**src/rtl/seq_responder.sv**
```systemverilog
// Sequence responder: recognises C ##1 B[*1:BMAX] ##1 A and answers with JLEN cycles of J then one K.
// Define SEQ_RESPONDER_STATS_EN to add the saturating PASS_CNT / ABORT_CNT statistics outputs.
module seq_responder #(
  parameter int JLEN = 4,
  parameter int BMAX = 3
) (
  input  logic       CLK,
  input  logic       RESET,
  input  logic       A,
  input  logic       B,
  input  logic       C,
  input  logic       X,
  output logic       J,
  output logic       K,
  output logic       BUSY
`ifdef SEQ_RESPONDER_STATS_EN
  ,
  output logic [7:0] PASS_CNT,
  output logic [7:0] ABORT_CNT
`endif
);

  localparam logic [2:0] BMAX_V = 3'(BMAX);
  localparam logic [3:0] JLEN_V = 4'(JLEN);

  typedef enum logic [2:0] {
    IDLE,
    GOT_C,
    GOT_B,
    RESP_J,
    RESP_K
  } state_t;

  state_t     state;
  state_t     state_n;
  logic [2:0] bcnt;
  logic [2:0] bcnt_n;
  logic [3:0] jcnt;
  logic [3:0] jcnt_n;

  // X overrides everything; inputs A/B/C are ignored once a response has started.
  always_comb begin
    state_n = state;
    bcnt_n  = bcnt;
    jcnt_n  = jcnt;
    if (X) begin
      state_n = IDLE;
      bcnt_n  = '0;
      jcnt_n  = '0;
    end else begin
      case (state)
        IDLE: begin
          bcnt_n = '0;
          jcnt_n = '0;
          if (C) state_n = GOT_C;
        end
        GOT_C: begin
          if (B) begin
            state_n = GOT_B;
            bcnt_n  = 3'd1;
          end else if (C) begin
            state_n = GOT_C;
          end else begin
            state_n = IDLE;
          end
        end
        GOT_B: begin
          if (A) begin
            state_n = RESP_J;
            jcnt_n  = 4'd1;
          end else if (B && (bcnt < BMAX_V)) begin
            bcnt_n = bcnt + 3'd1;
          end else if (C) begin
            state_n = GOT_C;
          end else begin
            state_n = IDLE;
          end
        end
        RESP_J: begin
          if (jcnt < JLEN_V) jcnt_n = jcnt + 4'd1;
          else               state_n = RESP_K;
        end
        RESP_K: state_n = IDLE;
        default: state_n = IDLE;
      endcase
    end
  end

  // Outputs are decoded from the next state so they appear right after the deciding edge.
  always_ff @(posedge CLK or posedge RESET) begin
    if (RESET) begin
      state <= IDLE;
      bcnt  <= '0;
      jcnt  <= '0;
      J     <= 1'b0;
      K     <= 1'b0;
      BUSY  <= 1'b0;
    end else begin
      state <= state_n;
      bcnt  <= bcnt_n;
      jcnt  <= jcnt_n;
      J     <= (state_n == RESP_J);
      K     <= (state_n == RESP_K);
      BUSY  <= (state_n == RESP_J) || (state_n == RESP_K);
    end
  end

`ifdef SEQ_RESPONDER_STATS_EN
  always_ff @(posedge CLK or posedge RESET) begin
    if (RESET) begin
      PASS_CNT  <= '0;
      ABORT_CNT <= '0;
    end else begin
      if ((state_n == RESP_K) && (state != RESP_K) && (PASS_CNT != 8'hFF))
        PASS_CNT <= PASS_CNT + 8'd1;
      if (X && (state != IDLE) && (ABORT_CNT != 8'hFF))
        ABORT_CNT <= ABORT_CNT + 8'd1;
    end
  end
`endif

endmodule

```
**config.mk**
```make
export PLATFORM = sky130hd
export DESIGN_NAME = seq_responder
export DESIGN_NICKNAME = d
export VERILOG_FILES = /design/src/rtl/seq_responder.sv
export SDC_FILE = /design/constraint.sdc
export NUM_CORES = 1
export LEC_CHECK = 0
export ABC_AREA = 1
export BUFFER_PORTS_ARGS = -buffer_cell sky130_fd_sc_hd__buf_4
export CAP_MARGIN = 5
export CELL_PAD_IN_SITES_DETAIL_PLACEMENT = 2
export CELL_PAD_IN_SITES_GLOBAL_PLACEMENT = 2
export CORE_MARGIN = 5
export CORE_UTILIZATION = 26
export CTS_BUF_LIST = sky130_fd_sc_hd__clkbuf_8
export CTS_CLUSTER_DIAMETER = 200
export DETAILED_ROUTE_END_ITERATION = 10
export PLACE_DENSITY_LB_ADDON = 0.1
export SLEW_MARGIN = 20
export SYNTH_ARGS = -nofsm -noshare
export SYNTH_HDL_FRONTEND = slang
export SYNTH_SLANG_ARGS = --single-unit
```
**constraint.sdc**
```tcl
create_clock -name CLK -period 1.65 [get_ports CLK]
set_clock_uncertainty 0.2 [all_clocks]
set_input_delay 0.33 -clock CLK [delete_from_list [all_inputs] [get_ports CLK]]
set_output_delay 0.33 -clock CLK [all_outputs]
set_load 0.02 [all_outputs]
```
==> qor.txt <==
Clock sink total -> 13
Peak VDD IR -> 486.0 uV
Final hold viol count -> 0
Post-synthesis mux area share -> 0%
Slew margin rel. -> 66.30%
Routed Antenna Nets -> 0
Slowest CP cell -> dfrtp_1
CTS Buf Count -> 3
RSZ-0062 raised after global routing -> no
Cell area after layout -> 877.1 sq um
Avg Cell Area, Syn -> 7.776 sq um
Post-synthesis adder-cell area fraction -> 3.460%
Fin crit share -> 89.92%
Via Count -> 648
Setup WS post-layout -> 166.2 ps
Final Max Slew Viols -> 0
Vias in the first global route -> 739
Placed Area -> 822.0 sq um
Final nets -> 115
Max Cap Viol -> 0
Leak -> 0.4736 nW
Synth async-reset ratio -> 100.0%
Via/cell ratio -> 4.730
1st-iter DRT viols -> 13
Dominant cells by area after synthesis -> dfrtp_1 45%, nand2_1 9.9%, nand3_1 6.9%
DP Wirelength -> 1586 um
CP dominant cell by count -> nand2_1
Power per cell area -> 841.8 nW/um^2
Syn-to-layout area delta -> 21.28%
Reg2Reg Launch Point -> bcnt[0]
Final non-filler cell total -> 137
Seq/Total Area, Yosys -> 44.98%
Commonest cells post-synth -> 19 x nand2_1, 13 x dfrtp_1, 11 x inv_1, 11 x nor2_1, 10 x nand3_1
Htree depth -> 1
CP required -> 1630 ps
Yosys warns -> 0
Remaining Overflow, GRT -> 0
Xor/xnor share of the synthesized area -> 2.422%
Initial Util -> 26.69%
Core footprint -> 2710 sq um
Register area -> 325.3 sq um
Post-synthesis simple-gate area fraction -> 32.87%
Row Count -> 19
Clk_lat worst skew -> 240 ps
Worst Setup Path Type -> reg2reg
Pre-CTS setup slack -> 159.0 ps
Diodes inserted -> 0
Post-synth cell types -> 20
Maximum clock insertion buffer count -> 2
Dpl cells -> 132
DRC Markers -> 0
Final WL -> 1902 um
Largest net degree at the start of global routing -> 14
Startpoint Class -> flop
Top FF cell, synth -> dfrtp_1
Fin crit period -> 1484 ps
Synth Register Bits -> 13
Number of synthesized flops with an enable pin -> 0
Drt wl/cell -> 13.88 um
Final setup violating endpoints -> 0
DIE AREA -> 3936 sq um
Largest family of logic cells by synthesized area -> simple AND/OR/NAND/NOR gates
Fill count -> 342
Die Wd -> 62.74 um
CP startpoint -> bcnt[0]
Fin Setup TNS -> 0 ps
GRT Overall Usage -> 10.69%
Status -> finished, final reports clean
Buffers on Ports -> 8
First-pass GRT wire length -> 3353 um
CP Max Fanout -> 4
Top cell type's share of synthesized area -> 44.98%
CTS tree -> done
Dominant cell type by area after synthesis -> dfrtp_1
Layout cells sized above 1 -> 21.70%
Worst EP arrival -> 1460 ps
Setup Fix Bufs, Post-CTS -> 0
Most numerous cell in the Yosys netlist -> nand2_1
CP endpoint -> bcnt[2]
Initial antenna violation count -> 0
Worst Hold Class -> in2reg
Clk root buf -> clkbuf_8
Actual slew at the worst max-slew pin -> 504.9 ps
R2r worst-path depth -> 5
Worst stage delay on the critical path -> 410 ps
Post-Syn Area -> 723.2 sq um
Max frequency -> 674.0 MHz
DIE HEIGHT -> 62.74 um
Final RePlAce weighted congestion -> 0.7603
Critical R2R Capture -> bcnt[2]
Compound-Gate Fraction of Synth Area -> 8.478%
Crit-path cells -> ha_1, xnor2_1, nor4_1, nand2_1, nand2_1
Mapped Cells -> 93
DRT Pass-1 Iters -> 2
CP endpoint kind -> flop
Post-synth net total -> 101
Top-level port count -> 9
Worst reg-to-reg setup slack -> 170 ps
Clk slew on worst S/H paths -> 50 ps
Area of the multi-input gates -> 341.6 sq um
[critical path, delay by kind of cell, from the launching register on]
kind                       cells  cell delay (ps)
and+or+nand+nor                3              460
DFF                            1              410
adders and majority gates      1              220
xor gates and xnor gates       1              130
[kinds of logic (layout without fill, tap and decap cells)]
logic type | count (synthesis) | count (layout)
adders and majority gates | 2 | 2
buffers and inverters | 15 | 28
AOI/OAI and AO/OA | 10 | 10
DFF | 13 | 13
xor gates and xnor gates | 2 | 2
and+or+nand+nor | 51 | 51
[placed cells by master (no fill, tap or decap), drive strengths merged]
cell          n
nand3        12
nor2         12
dlygate4sd3   1
xnor2         2
ha            2
inv          15
buf           8
nor4          1
dfrtp        13
nand2        22
clkinv        1
clkbuf        3
nand4         3
o21ai         5
nor3          1
a21oi         5
[state kept, by name, summed over array words and instances (netlist names)]
| register | count |
|---|---|
| K | 1 |
| jcnt | 4 |
| state | 3 |
| bcnt | 3 |
| BUSY | 1 |
| J | 1 |
[area by class of cell]
type	instances	area share, %
clock buffers	3	4.708
clock inverters	1	0.4280
inverters	15	6.419
multi-input cells	65	38.94
flip-flops and latches	13	37.09
well taps	31	4.422
repair buffers	9	7.989
[per-layer routing]
metal	vias up	GRT usage [%]	share of wire, %
met1	318	12.57	45
met3	0	3.417	2.7
met5	-	0	0
met2	6	18.78	52
li1	324	-	-
met4	0	2.387	0
[metrics by stage]
step	utilization, %	power, mW	hold slack [ps]
3_5_place_dp	30.33	0.4693	204.1
4_1_cts	32.36	0.7581	82.67
6_report	32.36	0.7384	89.90
2_1_floorplan	-	0.4261	6.959
3_3_place_gp	30.33	0.4668	201.9
5_1_grt	32.36	0.7950	86.21
[worst min-delay path by stage]
stage	depth (start not counted)	endpoint	slack (ps)	startpoint
after global routing	2	state[1]	90	X
after CTS	2	state[1]	80	X
after detailed placement	2	J	200	RESET
final	2	state[1]	90	X
after floorplan	1	BUSY	7	RESET
after global placement	2	J	200	RESET
[where the power goes]
group	switching [mW]	total [mW]	internal (mW)
sequential	0.0142	0.346	0.332
combinational	0.0740	0.114	0.0403
clock	0.113	0.278	0.164
[repair_timing]
action	CTS	global route
gates resized for setup	0	0
hold buffers	1	0
endpoints found under the hold margin	13	0
Note: power is estimated with default switching activity, not from simulation.
